[src/rtl/multi_cycle_control.sv]
// Multi-cycle MIPS control FSM: sequences a shared memory port and a reused
// ALU, flags illegal opcodes and counts retired instructions.
// Ports:
//   CLK, Reset (async, active-high), Opcode[5:0], MemReady
//   PCWrite, PCWriteCond, IorD, MemRead, MemWrite, IRWrite
//   MemToReg, RegDst, RegWrite, ALUSrcA, ALUSrcB[1:0]
//   PCSource[1:0], SignExtend, ALUop[3:0]
//   InstrDone, IllegalOp, InstrCount[CNT_W-1:0]
module multi_cycle_control #(
  parameter int CNT_W = 32
) (
  input  logic             CLK,
  input  logic             Reset,
  input  logic [5:0]       Opcode,
  input  logic             MemReady,
  output logic             PCWrite,
  output logic             PCWriteCond,
  output logic             IorD,
  output logic             MemRead,
  output logic             MemWrite,
  output logic             IRWrite,
  output logic             MemToReg,
  output logic             RegDst,
  output logic             RegWrite,
  output logic             ALUSrcA,
  output logic [1:0]       ALUSrcB,
  output logic [1:0]       PCSource,
  output logic             SignExtend,
  output logic [3:0]       ALUop,
  output logic             InstrDone,
  output logic             IllegalOp,
  output logic [CNT_W-1:0] InstrCount
);

  typedef enum logic [3:0] {
    S_FETCH  = 4'h0,
    S_DECODE = 4'h1,
    S_MEMADR = 4'h2,
    S_MEMRD  = 4'h3,
    S_MEMWB  = 4'h4,
    S_MEMWR  = 4'h5,
    S_REXEC  = 4'h6,
    S_RWB    = 4'h7,
    S_BRANCH = 4'h8,
    S_JUMP   = 4'h9,
    S_IEXEC  = 4'hA,
    S_IWB    = 4'hB,
    S_TRAP   = 4'hC
  } state_e;

  localparam logic [5:0] OP_R     = 6'b000000;
  localparam logic [5:0] OP_LW    = 6'b100011;
  localparam logic [5:0] OP_SW    = 6'b101011;
  localparam logic [5:0] OP_BEQ   = 6'b000100;
  localparam logic [5:0] OP_J     = 6'b000010;
  localparam logic [5:0] OP_ADDI  = 6'b001000;
  localparam logic [5:0] OP_ADDIU = 6'b001001;
  localparam logic [5:0] OP_SLTI  = 6'b001010;
  localparam logic [5:0] OP_SLTIU = 6'b001011;
  localparam logic [5:0] OP_ANDI  = 6'b001100;
  localparam logic [5:0] OP_ORI   = 6'b001101;

  localparam logic [3:0] ALU_ADD  = 4'h2;
  localparam logic [3:0] ALU_SUB  = 4'h6;
  localparam logic [3:0] ALU_AND  = 4'h0;
  localparam logic [3:0] ALU_OR   = 4'h1;
  localparam logic [3:0] ALU_SLT  = 4'h7;
  localparam logic [3:0] ALU_SLTU = 4'hB;
  localparam logic [3:0] ALU_FN   = 4'hF;

  localparam logic [CNT_W-1:0] CNT_ONE = {{(CNT_W-1){1'b0}}, 1'b1};

  state_e           state_q, state_d;
  logic             illegal_q;
  logic [CNT_W-1:0] cnt_q;

  logic       pcw_c, pcwc_c, iord_c, mrd_c, mwr_c, irw_c;
  logic       m2r_c, rdst_c, rw_c, srca_c, sext_c, done_c;
  logic [1:0] srcb_c, pcsrc_c;
  logic [3:0] aluop_c;

  // Immediate-class ALU controls, shared by IEXEC and IWB so the
  // ALU result stays stable through write-back.
  logic [3:0] iop_c;
  logic       isext_c;

  always_comb begin
    iop_c   = ALU_ADD;
    isext_c = 1'b1;
    case (Opcode)
      OP_SLTI:  iop_c = ALU_SLT;
      OP_SLTIU: iop_c = ALU_SLTU;
      OP_ANDI: begin
        iop_c   = ALU_AND;
        isext_c = 1'b0;
      end
      OP_ORI: begin
        iop_c   = ALU_OR;
        isext_c = 1'b0;
      end
      default: iop_c = ALU_ADD;
    endcase
  end

  always_comb begin
    state_d = state_q;
    pcw_c   = 1'b0;
    pcwc_c  = 1'b0;
    iord_c  = 1'b0;
    mrd_c   = 1'b0;
    mwr_c   = 1'b0;
    irw_c   = 1'b0;
    m2r_c   = 1'b0;
    rdst_c  = 1'b0;
    rw_c    = 1'b0;
    srca_c  = 1'b0;
    srcb_c  = 2'b00;
    pcsrc_c = 2'b00;
    sext_c  = 1'b1;
    aluop_c = ALU_ADD;
    done_c  = 1'b0;
    case (state_q)
      S_FETCH: begin
        mrd_c  = 1'b1;
        srcb_c = 2'b01;
        // IR and PC load only in the cycle memory delivers
        if (MemReady) begin
          irw_c   = 1'b1;
          pcw_c   = 1'b1;
          state_d = S_DECODE;
        end
      end
      S_DECODE: begin
        srcb_c = 2'b11;
        case (Opcode)
          OP_R:     state_d = S_REXEC;
          OP_LW,
          OP_SW:    state_d = S_MEMADR;
          OP_BEQ:   state_d = S_BRANCH;
          OP_J:     state_d = S_JUMP;
          OP_ADDI, OP_ADDIU, OP_SLTI,
          OP_SLTIU, OP_ANDI, OP_ORI:
                    state_d = S_IEXEC;
          default:  state_d = S_TRAP;
        endcase
      end
      S_MEMADR: begin
        srca_c = 1'b1;
        srcb_c = 2'b10;
        if (Opcode == OP_SW) state_d = S_MEMWR;
        else                 state_d = S_MEMRD;
      end
      S_MEMRD: begin
        iord_c = 1'b1;
        mrd_c  = 1'b1;
        if (MemReady) state_d = S_MEMWB;
      end
      S_MEMWB: begin
        m2r_c   = 1'b1;
        rw_c    = 1'b1;
        done_c  = 1'b1;
        state_d = S_FETCH;
      end
      S_MEMWR: begin
        iord_c = 1'b1;
        mwr_c  = 1'b1;
        if (MemReady) begin
          done_c  = 1'b1;
          state_d = S_FETCH;
        end
      end
      S_REXEC: begin
        srca_c  = 1'b1;
        aluop_c = ALU_FN;
        state_d = S_RWB;
      end
      S_RWB: begin
        rdst_c  = 1'b1;
        rw_c    = 1'b1;
        done_c  = 1'b1;
        state_d = S_FETCH;
      end
      S_BRANCH: begin
        srca_c  = 1'b1;
        aluop_c = ALU_SUB;
        pcwc_c  = 1'b1;
        pcsrc_c = 2'b01;
        done_c  = 1'b1;
        state_d = S_FETCH;
      end
      S_JUMP: begin
        pcw_c   = 1'b1;
        pcsrc_c = 2'b10;
        done_c  = 1'b1;
        state_d = S_FETCH;
      end
      S_IEXEC: begin
        srca_c  = 1'b1;
        srcb_c  = 2'b10;
        aluop_c = iop_c;
        sext_c  = isext_c;
        state_d = S_IWB;
      end
      S_IWB: begin
        srca_c  = 1'b1;
        srcb_c  = 2'b10;
        aluop_c = iop_c;
        sext_c  = isext_c;
        rw_c    = 1'b1;
        done_c  = 1'b1;
        state_d = S_FETCH;
      end
      S_TRAP: state_d = S_TRAP;
      default: state_d = S_FETCH;
    endcase
  end

  always_ff @(posedge CLK or posedge Reset) begin
    if (Reset) begin
      state_q   <= S_FETCH;
      illegal_q <= 1'b0;
      cnt_q     <= '0;
    end else begin
      state_q <= state_d;
      if (state_d == S_TRAP) illegal_q <= 1'b1;
      if (done_c) cnt_q <= cnt_q + CNT_ONE;
    end
  end

  // Strobes are masked combinationally so reset silences them at once,
  // even in the middle of a memory access.
  assign PCWrite     = pcw_c  & ~Reset;
  assign PCWriteCond = pcwc_c & ~Reset;
  assign MemRead     = mrd_c  & ~Reset;
  assign MemWrite    = mwr_c  & ~Reset;
  assign IRWrite     = irw_c  & ~Reset;
  assign RegWrite    = rw_c   & ~Reset;
  assign InstrDone   = done_c & ~Reset;
  assign IorD        = iord_c;
  assign MemToReg    = m2r_c;
  assign RegDst      = rdst_c;
  assign ALUSrcA     = srca_c;
  assign ALUSrcB     = srcb_c;
  assign PCSource    = pcsrc_c;
  assign SignExtend  = sext_c;
  assign ALUop       = aluop_c;
  assign IllegalOp   = illegal_q;
  assign InstrCount  = cnt_q;

endmodule

[config.mk]
export PLATFORM = sky130hd
export DESIGN_NAME = multi_cycle_control
export DESIGN_NICKNAME = d
export VERILOG_FILES = /design/src/rtl/multi_cycle_control.sv
export SDC_FILE = /design/constraint.sdc
export NUM_CORES = 1
export LEC_CHECK = 0
export CAP_MARGIN = 10
export CORE_MARGIN = 8
export CORE_UTILIZATION = 32
export CTS_CLUSTER_DIAMETER = 120
export DETAILED_ROUTE_END_ITERATION = 8
export PLACE_DENSITY_LB_ADDON = 0.15
export REMOVE_ABC_BUFFERS = 1
export SYNTH_ARGS = -nofsm -noshare
export SYNTH_HDL_FRONTEND = slang
export SYNTH_SLANG_ARGS = --single-unit
[constraint.sdc]
create_clock -name CLK -period 3.1 [get_ports CLK]
set_input_delay 0.31 -clock CLK [delete_from_list [all_inputs] [get_ports CLK]]
set_output_delay 0.31 -clock CLK [all_outputs]
set_load 0.01 [all_outputs]
# Yosys cells after proc, flatten, opt, wreduce, memory -nomap -nowiden
# Index checks and enable logic that the tools add are counted.
# W data, S select, Z words.
[word_totals] in_bits=9 wordCells=71 register_bits=37
[classes] n_reduce_logical=12 n_bitwise=8 n_eq_ne=23 muxes=24 add_sub_neg=1
[op_table] op="$eq A6 B4 Y1 const B" count=6
[op_table] op="$add A32 B1 Y32 const B" count=1
[op_table] op="$pmux W4 S8" count=1
[op_table] op="$eq A4 B4 Y1 const B" count=6
[op_table] op="$pmux W4 S5" count=1
[op_table] op="$eq A4 B3 Y1 const B" count=4
[op_table] op="$pmux W4 S4" count=1
[op_table] op="$eq A6 B6 Y1 const B" count=2
[op_table] op="$mux W1" count=12
[op_table] op="$mux W4" count=3
[op_table] op="$pmux W4 S3" count=1
[op_table] op="$reduce_or A2 Y1" count=5
[op_table] op="$reduce_or A5 Y1" count=2
[op_table] op="$eq A4 B2 Y1 const B" count=2
[op_table] op="$and A1 B1 Y1" count=7
[op_table] op="$eq A6 B2 Y1 const B" count=1
[op_table] op="$eq A6 B3 Y1 const B" count=1
[op_table] op="$logic_not A6 Y1" count=1
[op_table] op="$pmux W2 S3" count=1
[op_table] op="$reduce_or A3 Y1" count=2
[op_table] op="$reduce_or A6 Y1" count=1
[op_table] op="$eq A4 B1 Y1 const B" count=1
[op_table] op="$logic_not A4 Y1" count=1
[op_table] op="$pmux W1 S2" count=2
[op_table] op="other kinds (3)" count=3

# Logic depth before layout (Yosys ltp)
# Gate-level depths: netlist (run 1).
[depth] word_depth=5 mapped_depth=7 ltp_nobuf=5

# Least setup slack after synthesis (run 1)
# No wires, ideal clock.
[synth_path] kind="input to output" start="input port Reset" end="output port PCWriteCond" path_stages=2 path_buffers=0 arrival_time_ns=1.449 setup_slack_ns=1.341 path_cell_list="inv_1 -> and3_1"
[synth_between] elab_chain_cells=2
[synth_lines] item="from (decl)" line_no="13" source="input logic Reset,"
[synth_lines] item="$not A1 Y1" line_no="233" source="assign PCWriteCond = pcwc_c & ~Reset;"
[synth_lines] item="$and A1 B1 Y1" line_no="233"
[synth_lines] item="to (decl)" line_no="17" source="output logic PCWriteCond,"
# Every way passes these cells.

# Worst setup path in the final report (run 1)
[layout_path] start="register state_q[2]" end="output port PCWrite"
[layout_between] elab_chain_cells=3 word_cells_on_any_way=4 cone_classes="eq/ne (1); mux (1); bitwise (1); reduce/logical (1)"
[layout_lines] item="from (decl)" line_no="73" source="state_e state_q, state_d;"
[layout_lines] item="from (signal assigned)" line_no="224" source="state_q <= state_d;"
[layout_lines] item="$eq A4 B4 Y1 / $logic_not A4 Y1 (equally long branches)" line_no="122" source="case (state_q)"
[layout_lines] item="$pmux W1 S2 (*)" line_no="122"
[layout_lines] item="$and A1 B1 Y1 (*)" line_no="232" source="assign PCWrite = pcw_c & ~Reset;"
[layout_lines] item="to (decl)" line_no="16" source="output logic PCWrite,"
# Every way passes the cells marked *; elsewhere a longest branch is shown, timed or not.

==> tab_implementation.tex, run 1 <==
\begin{tabular}{lr}
\hline
Metric & Value \\
\hline
\multicolumn{2}{l}{\textbf{Critical path}} \\
Worst setup SP type & flop \\
CP max-delay cell & dfrtp\_1 \\
Delay of the slowest critical-path stage & 650 ps \\
Kind of end point of the critical path & output pin \\
Cell family with the largest share of critical-path delay & simple AND/OR/NAND/NOR gates \\
Largest fanout of any net on the critical path & 17 \\
Crit path kind & flop to output pin \\
Buffers plus inverters on the worst setup path & 1 \\
Data arrival time of the worst path & between 2000 and 2500 ps \\
Required time at the worst-slack endpoint & 2790 ps \\
Critical path cell sequence & or2\_1 -> nor2\_1 -> and3\_1 -> or2\_2 -> clkdlybuf4s50\_1 \\
\multicolumn{2}{l}{\textbf{Floorplanning}} \\
Die Ht & $\sim$98 um \\
Placeable core region & between 6000 and 7000 sq um \\
Number of top-level design ports & between 60 and 70 \\
Horizontal die dimension & around 100 um \\
Initial cell density of the core & 32.4\% \\
Die Footprint & $\sim$9600 sq um \\
Placement Rows & 30 \\
\multicolumn{2}{l}{\textbf{Cells and area}} \\
Layout Cell Area excl Fill & a little under 3000 sq um \\
Antenna cells & 0 \\
Area growth from synthesis to final layout & 35.6\% \\
Final \#Nets & $\sim$290 \\
Share of cells above drive strength 1 & about a tenth \\
Fill cell instance count of the final layout & between 600 and 700 \\
Post-route insts no fill & roughly 360 \\
Final core utilization & around 44\% \\
\multicolumn{2}{l}{\textbf{Timing}} \\
Final Critical Period & about 2700 ps \\
Setup TNS Final & 0 ps \\
RSZ-0062 raised after global routing & false \\
Transition time of the tightest slew-check pin & 501 ps \\
Final setup vio count & 0 \\
Worst hold margin & $\sim$470 ps \\
Max transition margin & roughly 67\% \\
Maximum achievable frequency & approximately 0.36 GHz \\
Final count of hold timing violations & 0 \\
Final Max Slew Viols & 0 \\
Worst clock skew & $\sim$11 ps \\
Post-layout worst setup margin & roughly 360 ps \\
Part of the cycle the worst path needs & around nine tenths \\
\multicolumn{2}{l}{\textbf{Clocking}} \\
CTS tree & yes \\
Post-CTS setup buffer count & 0 \\
CTS root buffer & clkbuf\_8 \\
Clk\_lat worst skew & 290 ps \\
Count of hold buffers inserted by post-cts repair & 0 \\
Number of gates given a new drive strength after cts & 0 \\
Clk slew on worst S/H paths & about 80 ps \\
Clock H-tree levels & 2 \\
CTS Sinks & 37 \\
Max clock buf depth & 2 \\
Inserted Clock Buffers & 5 \\
\multicolumn{2}{l}{\textbf{Place}} \\
DP Wirelength & 4.01 mm \\
Placed insts & approximately 350 \\
Total of buffers placed on input and output ports & 61 \\
Instance area after placement & 2830 sq um \\
Setup slack at placement & 567 ps \\
Routability congestion estimate & about 0.76 \\
\multicolumn{2}{l}{\textbf{Detailed routing}} \\
Average via count per standard cell & approximately 5.1 \\
Routed vias & roughly 1800 \\
Iteration-0 DRC Markers & 59 \\
Antenna viol nets, final & 0 \\
Iteration count of the initial detailed-routing pass & 4 \\
Remaining design rule violation count & 0 \\
Routed length per instance & approximately 15 um \\
Sum of routed wire length over all layers & around 5.4 mm \\
\multicolumn{2}{l}{\textbf{Power and ir drop}} \\
P\_int & 1.12 mW \\
Cell area power density & 603 nW/um\^{}2 \\
Part of the power in registers & about two fifths \\
Maximum vdd drop & a little under 0.0003 V \\
Total power & $\sim$1.8 mW \\
Switching power & between 600 and 700 uW \\
Comb power frac & between 40\% and 50\% \\
Clock share of power & between 20\% and 30\% \\
Reported leakage power & about 1.1 nW \\
Switching share of power & between 30\% and 40\% \\
\multicolumn{2}{l}{\textbf{Synthesis}} \\
Most frequent cell after synthesis & dfrtp\_1 \\
Cell count after synthesis & $\sim$220 \\
Async SR Flop Fraction & between 90\% and 100\% \\
Post-synth EDFFs & 0 \\
Unique cell type count in the Yosys netlist & 54 \\
Total of warnings raised by yosys & 0 \\
Synthesized area divided by synthesized cell count & about 10 sq um \\
Post-synth top area share & roughly 43\% \\
Sequential-to-total area share from yosys stat & a little over two fifths \\
Flops \& latches, synth & 37 \\
Leading cell types by total area after synthesis & dfrtp\_1 (43\%), xnor2\_1 (11\%), nand4\_1 (3.2\%) \\
Main flop type after synthesis & dfrtp\_1 \\
Synth area leader & dfrtp\_1 \\
Area of the mapped netlist & between 2000 and 2500 sq um \\
Leading cell types by count after synthesis & dfrtp\_1 (37), xnor2\_1 (28), nor2\_1 (17), nand2\_1 (13), nand3\_1 (12) \\
\multicolumn{2}{l}{\textbf{Run}} \\
Max-capacitance violation count & 0 \\
\multicolumn{2}{l}{\textbf{GRT}} \\
Pin count of the biggest net entering global routing & 21 \\
Total gr overflow & 0 \\
Wire length of the first global-routing pass & between 9 and 10 mm \\
Number of global-route vias before repair & roughly 1800 \\
GRT Util Overall & a little under an eighth \\
Initial antenna violation count & 0 \\
\multicolumn{2}{l}{\textbf{Status}} \\
Outcome & completed \\
\multicolumn{2}{l}{\textbf{Hold path}} \\
Hold Path Class & flop to flop \\
\hline
\end{tabular}
-- sequential cells by signal, summed over array words and instances (netlist names) --
register / count
InstrCount: 32
state_q: 4
IllegalOp: 1
-- power groups by stage --
stage	Clock (mW)	Combinational, mW	Sequential (mW)
after floorplan	0	0.374	0.676
after global placement	0	0.720	0.687
after detailed placement	0	0.719	0.685
after CTS	0.400	0.724	0.676
after global routing	0.417	0.784	0.694
final	0.383	0.708	0.677
-- per-layer routing --
metal  track usage [%]  routed length (um)  up-vias
met2              19.2                2600       30
met4              4.13                  62        0
met3              3.91                 296        5
li1                  -                   -      895
met1              13.7                2460      890
met5                 0                   0        -
-- final cells by class --
type | instances | area, sq um | area share, %
clock buffer | 7 | 96.3 | 3.29
clock inverter | 1 | 8.76 | 0.299
inverter | 3 | 11.3 | 0.384
multi-input combinational | 165 | 1160 | 39.4
sequential | 37 | 926 | 31.6
tap | 80 | 100 | 3.41
timing repair buffer | 64 | 633 | 21.6
-- cell families after synthesis --
logic type / share of synthesized area [%]
simple gates: 27.6
flops: 42.8
xor+xnor: 13.4
compound gates: 10.9
buf+inv: 3.70
mux: 1.04
fa+ha+maj: 0.579
-- cell usage in the layout, fill, tap and decap left out, drive strengths merged, types with 2 or more instances in the layout --
master	n
a2111o	2
a211oi	2
a21o	2
a21oi	3
a31oi	2
and2	3
and3	7
and4	5
buf	3
clkbuf	7
clkdlybuf4s50	61
dfrtp	37
inv	4
mux2	2
nand2	13
nand2b	7
nand3	13
nand3b	3
nand4	11
nor2	18
nor3	7
nor3b	2
o21a	2
o21ai	4
o21bai	2
o22ai	2
o32ai	2
or2	2
or3b	2
or4	2
xnor2	28
xor2	5
-- path summary, 6_finish.rpt --
kind	from	end	slack (ps)	depth (start not counted)
min reg2reg	IllegalOp	IllegalOp	470	1
max in group asynchronous	Reset	InstrCount[3]	2330	3
min	IllegalOp	IllegalOp	470	1
min in group asynchronous	Reset	IllegalOp	540	3
max reg2reg	state_q[0]	InstrCount[27]	850	5
max	state_q[2]	PCWrite	360	5
No activity file was read; power rests on OpenSTA's default activity.
==> run 2, diff against run 1 <==
--- a/config.mk
+++ b/config.mk
@@ -5,8 +5,8 @@
 export SDC_FILE = /design/constraint.sdc
 export NUM_CORES = 1
 export LEC_CHECK = 0
-export CAP_MARGIN = 10
-export CORE_MARGIN = 8
+export CAP_MARGIN = 30
+export CORE_MARGIN = 2
 export CORE_UTILIZATION = 32
 export CTS_CLUSTER_DIAMETER = 120
 export DETAILED_ROUTE_END_ITERATION = 8
==> tab_implementation.tex, run 2 (synthesis gave the netlist of run 1 again) <==
\begin{tabular}{lr}
\hline
Metric & Value \\
\hline
\multicolumn{2}{l}{\textbf{Place}} \\
Setup slack at placement & 566 ps (was 567 ps) \\
Routability congestion estimate & 0.807 (was 0.764) \\
DP Wirelength & 3.59 mm (was 4.01 mm) \\
Total of buffers placed on input and output ports & 61 (unchanged) \\
\multicolumn{2}{l}{\textbf{Critical path}} \\
Required time at the worst-slack endpoint & 2790 ps (about the same) \\
Critical path origin & state\_q[2] (unchanged) \\
Critical path cell sequence & or2\_1 -> nor2\_1 -> and3\_1 -> or2\_2 -> clkdlybuf4s50\_1 (unchanged) \\
Largest fanout of any net on the critical path & 17 (unchanged) \\
Setup slack on the worst flop-to-flop path & 820 ps (was 850 ps) \\
Crit path kind & flop to output pin (unchanged) \\
Capturing instance or port of the critical path & PCWrite (unchanged) \\
Data arrival time of the worst path & 2390 ps (was 2430 ps) \\
Worst R2R Start & state\_q[0] (unchanged) \\
End of the worst register-to-register path & InstrCount[31] (was InstrCount[27]) \\
Delay of the slowest critical-path stage & 650 ps (about the same) \\
Depth of the worst register-to-register path & 5 (unchanged) \\
Kind of end point of the critical path & output pin (unchanged) \\
Worst setup SP type & flop (unchanged) \\
CP max-delay cell & dfrtp\_1 (unchanged) \\
\multicolumn{2}{l}{\textbf{Timing}} \\
Maximum achievable frequency & 0.370 GHz (was 0.365 GHz) \\
Final count of hold timing violations & 0 (unchanged) \\
Worst clock skew & 8.04 ps (was 10.9 ps) \\
Part of the cycle the worst path needs & 87.2\% (was 88.4\%) \\
Max transition margin & 67.1\% (was 66.6\%) \\
Final setup vio count & 0 (unchanged) \\
Final Critical Period & 2700 ps (was 2740 ps) \\
Transition time of the tightest slew-check pin & 493 ps (was 501 ps) \\
RSZ-0062 raised after global routing & false (unchanged) \\
Setup TNS Final & 0 ps (unchanged) \\
Final Max Slew Viols & 0 (unchanged) \\
Post-layout worst setup margin & 397 ps (was 359 ps) \\
\multicolumn{2}{l}{\textbf{Detailed routing}} \\
Average via count per standard cell & 5.12 (was 5.10) \\
Routed vias & 1808 (was 1820) \\
Antenna viol nets, final & 0 (unchanged) \\
Iteration-0 DRC Markers & 81 (was 59) \\
Routed length on met2 & 2.25 mm (was 2.60 mm) \\
Remaining design rule violation count & 0 (unchanged) \\
Wire length on met3 & 187 um (was 296 um) \\
Routed length per instance & 14.2 um (was 15.2 um) \\
Top Layer Used & met4 (unchanged) \\
Iteration count of the initial detailed-routing pass & 4 (unchanged) \\
Detailed-route wire length on metal 1 & 2.53 mm (was 2.46 mm) \\
Sum of routed wire length over all layers & 5.01 mm (was 5.42 mm) \\
\multicolumn{2}{l}{\textbf{Cells and area}} \\
Share of cells above drive strength 1 & 9.06\% (was 9.75\%) \\
Flip-flop and latch area & 926 sq um (unchanged) \\
Final \#Nets & 286 (unchanged) \\
Max reg flops & 32 (unchanged) \\
Antenna cells & 0 (unchanged) \\
Total area of multi-input combinational cells & 1160 sq um (unchanged) \\
Commonest non-fill, non-tap cell in the layout & clkdlybuf4s50\_1 (unchanged) \\
Area growth from synthesis to final layout & 34.3\% (was 35.6\%) \\
Fill cell instance count of the final layout & 639 (was 688) \\
Most used cells in the layout excluding fill and tap cells & clkdlybuf4s50\_1 (61), dfrtp\_1 (37), xnor2\_1 (28) (unchanged) \\
\multicolumn{2}{l}{\textbf{Run}} \\
Max-capacitance violation count & 0 (unchanged) \\
\multicolumn{2}{l}{\textbf{Power and ir drop}} \\
P\_int & 1.07 mW (was 1.12 mW) \\
Cell area power density & 584 nW/um\^{}2 (was 603 nW/um\^{}2) \\
Part of the power in registers & 39.8\% (was 38.3\%) \\
Maximum vdd drop & 0.000262 V (was 0.000295 V) \\
Reported leakage power & 1.10 nW (was 1.12 nW) \\
Clock share of power & 18.9\% (was 21.7\%) \\
Switching power & 628 uW (was 648 uW) \\
Comb power frac & 41.3\% (was 40.1\%) \\
Switching share of power & 37.0\% (was 36.7\%) \\
\multicolumn{2}{l}{\textbf{Clocking}} \\
Inserted Clock Buffers & 5 (unchanged) \\
Max clock buf depth & 2 (unchanged) \\
Count of hold buffers inserted by post-cts repair & 0 (unchanged) \\
CTS Sinks & 37 (unchanged) \\
CTS tree & yes (unchanged) \\
Clk slew on worst S/H paths & 70 ps (was 80 ps) \\
Clk\_lat worst skew & 280 ps (was 290 ps) \\
CTS root buffer & clkbuf\_8 (unchanged) \\
Post-CTS setup buffer count & 0 (unchanged) \\
Number of gates given a new drive strength after cts & 0 (unchanged) \\
Clock H-tree levels & 2 (unchanged) \\
\multicolumn{2}{l}{\textbf{GRT}} \\
Pin count of the biggest net entering global routing & 20 (was 21) \\
Total gr overflow & 0 (unchanged) \\
GRT Util Overall & 14.4\% (was 11.6\%) \\
Initial antenna violation count & 0 (unchanged) \\
Wire length of the first global-routing pass & 8.66 mm (was 9.21 mm) \\
Number of global-route vias before repair & 1755 (was 1824) \\
\multicolumn{2}{l}{\textbf{Floorplanning}} \\
Horizontal die dimension & 86.2 um (was 98.2 um) \\
Die Footprint & 7430 sq um (was 9640 sq um) \\
Placeable core region & 6460 sq um (was 6680 sq um) \\
Placement Rows & 29 (was 30) \\
Number of top-level design ports & 62 (unchanged) \\
Die Ht & 86.2 um (was 98.2 um) \\
Initial cell density of the core & 33.5\% (was 32.4\%) \\
\multicolumn{2}{l}{\textbf{Hold path}} \\
Hold Path Class & flop to flop (unchanged) \\
\multicolumn{2}{l}{\textbf{Status}} \\
Outcome & completed (unchanged) \\
\hline
\end{tabular}
-- run 2: cell count changes in the layout (fill, tap and decap cells not counted), sizes merged --
cell / previous run / this run
clkbuf: 7 / 6
clkinv: 0 / 1
inv: 4 / 3
-- run 2: through the flow --
stage | util, % | cell area (sq um) | hold WS, ps | instances | power [mW]
6_report | 45.0 | 2900 | 476 | 353 | 1.70
5_1_grt | 45.0 | 2900 | 511 | 353 | 1.82
4_1_cts | 45.0 | 2900 | 481 | 353 | 1.72
3_5_place_dp | 43.7 | 2820 | 471 | 346 | 1.39
3_3_place_gp | 43.7 | 2820 | 468 | 346 | 1.39
2_1_floorplan | - | 2090 | 503 | 205 | 1.05
-- run 2: worst min path at each step --
stage,start,end,cells past startpoint
after global routing,InstrCount[26],InstrCount[26],1
after global placement,InstrCount[31],InstrCount[31],1
after detailed placement,InstrCount[31],InstrCount[31],1
after floorplan,Reset,IllegalOp,1
after CTS,InstrCount[31],InstrCount[31],1
final,IllegalOp,IllegalOp,1
-- run 2: power by group through the flow --
| stage | Sequential [mW] | Clock (mW) | Combinational (mW) |
|---|---|---|---|
| after floorplan | 0.676 | 0 | 0.374 |
| after global placement | 0.684 | 0 | 0.708 |
| after detailed placement | 0.683 | 0 | 0.706 |
| after CTS | 0.674 | 0.335 | 0.710 |
| after global routing | 0.690 | 0.355 | 0.770 |
| final | 0.676 | 0.320 | 0.702 |
-- run 2: critical path, delay by kind of cell (launching register included) --
kind | cells | cell delay [ps]
flops | 1 | 650
buf+inv | 1 | 480
simple gates | 4 | 1000
-- run 2: cell type report --
class / count / area share, %
inverters: 3 / 0.388
clock inverters: 1 / 0.302
well taps: 77 / 3.32
clock buffers: 6 / 2.50
flip-flops and latches: 37 / 31.9
multi-input cells: 165 / 39.8
repair buffers: 64 / 21.8
-- run 2: per-layer routing --
metal	track usage, %	up-vias
met5	0	-
met4	3.84	0
li1	-	897
met1	20.9	873
met2	21.6	33
met3	3.52	5
==> run 3, diff against run 2 <==
--- a/config.mk
+++ b/config.mk
@@ -5,12 +5,13 @@
 export SDC_FILE = /design/constraint.sdc
 export NUM_CORES = 1
 export LEC_CHECK = 0
+export ABC_CLOCK_PERIOD_IN_PS = 3100
 export CAP_MARGIN = 30
 export CORE_MARGIN = 2
 export CORE_UTILIZATION = 32
 export CTS_CLUSTER_DIAMETER = 120
 export DETAILED_ROUTE_END_ITERATION = 8
-export PLACE_DENSITY_LB_ADDON = 0.15
+export PLACE_DENSITY = 0.67
 export REMOVE_ABC_BUFFERS = 1
 export SYNTH_ARGS = -nofsm -noshare
 export SYNTH_HDL_FRONTEND = slang
==> tab_implementation.tex, run 3 (synthesis gave the netlist of run 1 again) <==
\begin{tabular}{lr}
\hline
Metric & Value \\
\hline
\multicolumn{2}{l}{\textbf{Floorplanning}} \\
Placeable core region & 6460 sq um (unchanged) \\
Initial cell density of the core & 33.5\% (unchanged) \\
Placement Rows & 29 (unchanged) \\
Number of top-level design ports & 62 (unchanged) \\
Horizontal die dimension & 86.2 um (unchanged) \\
Die Footprint & 7430 sq um (unchanged) \\
Die Ht & 86.2 um (unchanged) \\
\multicolumn{2}{l}{\textbf{Clocking}} \\
Clock H-tree levels & 2 (unchanged) \\
Clk\_lat worst skew & 280 ps (about the same) \\
Max clock buf depth & 2 (unchanged) \\
Clk slew on worst S/H paths & 70 ps (about the same) \\
CTS Sinks & 37 (unchanged) \\
Number of gates given a new drive strength after cts & 0 (unchanged) \\
Count of hold buffers inserted by post-cts repair & 0 (unchanged) \\
CTS tree & yes (unchanged) \\
CTS root buffer & clkbuf\_8 (unchanged) \\
Inserted Clock Buffers & 5 (unchanged) \\
Post-CTS setup buffer count & 0 (unchanged) \\
\multicolumn{2}{l}{\textbf{Place}} \\
Instance area after placement & 2820 sq um (about the same) \\
Routability congestion estimate & 0.750 (was 0.807) \\
Total of buffers placed on input and output ports & 61 (unchanged) \\
Setup slack at placement & 602 ps (was 566 ps) \\
DP Wirelength & 3.45 mm (was 3.59 mm) \\
Placed insts & 345 (was 346) \\
\multicolumn{2}{l}{\textbf{Cells and area}} \\
Layout Cell Area excl Fill & 2900 sq um (about the same) \\
Final core utilization & 44.9\% (was 45.0\%) \\
Area growth from synthesis to final layout & 34.2\% (was 34.3\%) \\
Share of cells above drive strength 1 & 8.73\% (was 9.06\%) \\
Post-route insts no fill & 352 (was 353) \\
Most used cells in the layout excluding fill and tap cells & clkdlybuf4s50\_1 (61), dfrtp\_1 (37), xnor2\_1 (28) (unchanged) \\
Final \#Nets & 285 (was 286) \\
Antenna cells & 0 (unchanged) \\
Max reg flops & 32 (unchanged) \\
Commonest non-fill, non-tap cell in the layout & clkdlybuf4s50\_1 (unchanged) \\
Fill cell instance count of the final layout & 641 (was 639) \\
\multicolumn{2}{l}{\textbf{Detailed routing}} \\
Sum of routed wire length over all layers & 4.72 mm (was 5.01 mm) \\
Average via count per standard cell & 5.16 (was 5.12) \\
Antenna viol nets, final & 0 (unchanged) \\
Remaining design rule violation count & 0 (unchanged) \\
Iteration count of the initial detailed-routing pass & 4 (unchanged) \\
Routed vias & 1815 (was 1808) \\
Iteration-0 DRC Markers & 37 (was 81) \\
Routed length per instance & 13.4 um (was 14.2 um) \\
\multicolumn{2}{l}{\textbf{Timing}} \\
Setup TNS Final & 0 ps (unchanged) \\
Transition time of the tightest slew-check pin & 476 ps (was 493 ps) \\
Worst hold margin & 471 ps (was 476 ps) \\
Final Max Slew Viols & 0 (unchanged) \\
Final Critical Period & 2670 ps (was 2700 ps) \\
Max transition margin & 68.2\% (was 67.1\%) \\
RSZ-0062 raised after global routing & false (unchanged) \\
Post-layout worst setup margin & 429 ps (was 397 ps) \\
Final setup vio count & 0 (unchanged) \\
Maximum achievable frequency & 0.374 GHz (was 0.370 GHz) \\
Worst clock skew & 6.23 ps (was 8.04 ps) \\
Part of the cycle the worst path needs & 86.2\% (was 87.2\%) \\
Final count of hold timing violations & 0 (unchanged) \\
\multicolumn{2}{l}{\textbf{GRT}} \\
Number of global-route vias before repair & 1738 (was 1755) \\
Total gr overflow & 0 (unchanged) \\
Wire length of the first global-routing pass & 8.08 mm (was 8.66 mm) \\
Initial antenna violation count & 0 (unchanged) \\
GRT Util Overall & 13.3\% (was 14.4\%) \\
Pin count of the biggest net entering global routing & 38 (was 20) \\
\multicolumn{2}{l}{\textbf{Critical path}} \\
Required time at the worst-slack endpoint & 2790 ps (about the same) \\
Data arrival time of the worst path & 2360 ps (was 2390 ps) \\
Worst R2R Start & state\_q[0] (unchanged) \\
Crit path kind & flop to output pin (unchanged) \\
Delay of the slowest critical-path stage & 630 ps (was 650 ps) \\
Kind of end point of the critical path & output pin (unchanged) \\
Buffers plus inverters on the worst setup path & 1 (unchanged) \\
Cell family with the largest share of critical-path delay & simple AND/OR/NAND/NOR gates (unchanged) \\
Critical path origin & state\_q[2] (unchanged) \\
Largest fanout of any net on the critical path & 17 (unchanged) \\
Worst setup SP type & flop (unchanged) \\
CP max-delay cell & dfrtp\_1 (unchanged) \\
Critical path cell sequence & or2\_1 -> nor2\_1 -> and3\_1 -> or2\_2 -> clkdlybuf4s50\_1 (unchanged) \\
\multicolumn{2}{l}{\textbf{Power and ir drop}} \\
Cell area power density & 584 nW/um\^{}2 (about the same) \\
Total power & 1.69 mW (was 1.70 mW) \\
Maximum vdd drop & 0.000498 V (was 0.000262 V) \\
Reported leakage power & 1.10 nW (about the same) \\
\multicolumn{2}{l}{\textbf{Hold path}} \\
Hold Path Class & flop to flop (unchanged) \\
Hold Crit Start & InstrCount[31] (was IllegalOp) \\
\multicolumn{2}{l}{\textbf{Status}} \\
Outcome & completed (unchanged) \\
\multicolumn{2}{l}{\textbf{Run}} \\
Max-capacitance violation count & 0 (unchanged) \\
\hline
\end{tabular}
==> run 3: cell types whose count changed in the layout (fill, tap and decap cells not counted) <==
cell and change:
clkbuf_8 +1, clkinv_4 -1, buf_4 -1
==> run 3: final cells by class <==
| type | count | area (sq um) | share of cell area (%) |
|---|---|---|---|
| repair buffers | 63 | 626 | 21.6 |
| well taps | 77 | 96.3 | 3.32 |
| inverters | 3 | 11.3 | 0.388 |
| clock buffers | 7 | 86.3 | 2.98 |
| multi-input cells | 165 | 1160 | 39.8 |
| flip-flops and latches | 37 | 926 | 31.9 |
==> run 3: worst paths after layout <==
| check | depth (start not counted) | slack, ps | to |
|---|---|---|---|
| worst max-delay path | 5 | 430 | PCWrite |
| worst min-delay path | 1 | 470 | InstrCount[31] |
| worst max register to register | 5 | 920 | InstrCount[31] |
| worst min register to register | 1 | 470 | InstrCount[31] |
| max in group asynchronous | 3 | 2140 | state_q[3] |
| min in group asynchronous | 3 | 630 | InstrCount[11] |
==> run 3: per-layer routing <==
layer	up-vias	share of wire, %	track usage (%)
met3	4	6.1	3.90
met4	0	0.57	3.84
met1	861	46	18.0
li1	898	-	-
met5	-	0	0
met2	52	47	21.0
==> run 3: power by group <==
group          leakage [nW]  internal [mW]  total, mW  switching, mW
registers             0.482          0.547      0.669          0.122
logic                 0.576          0.367      0.698          0.331
clock network        0.0443          0.176      0.328          0.152
total                  1.10           1.09       1.69          0.605
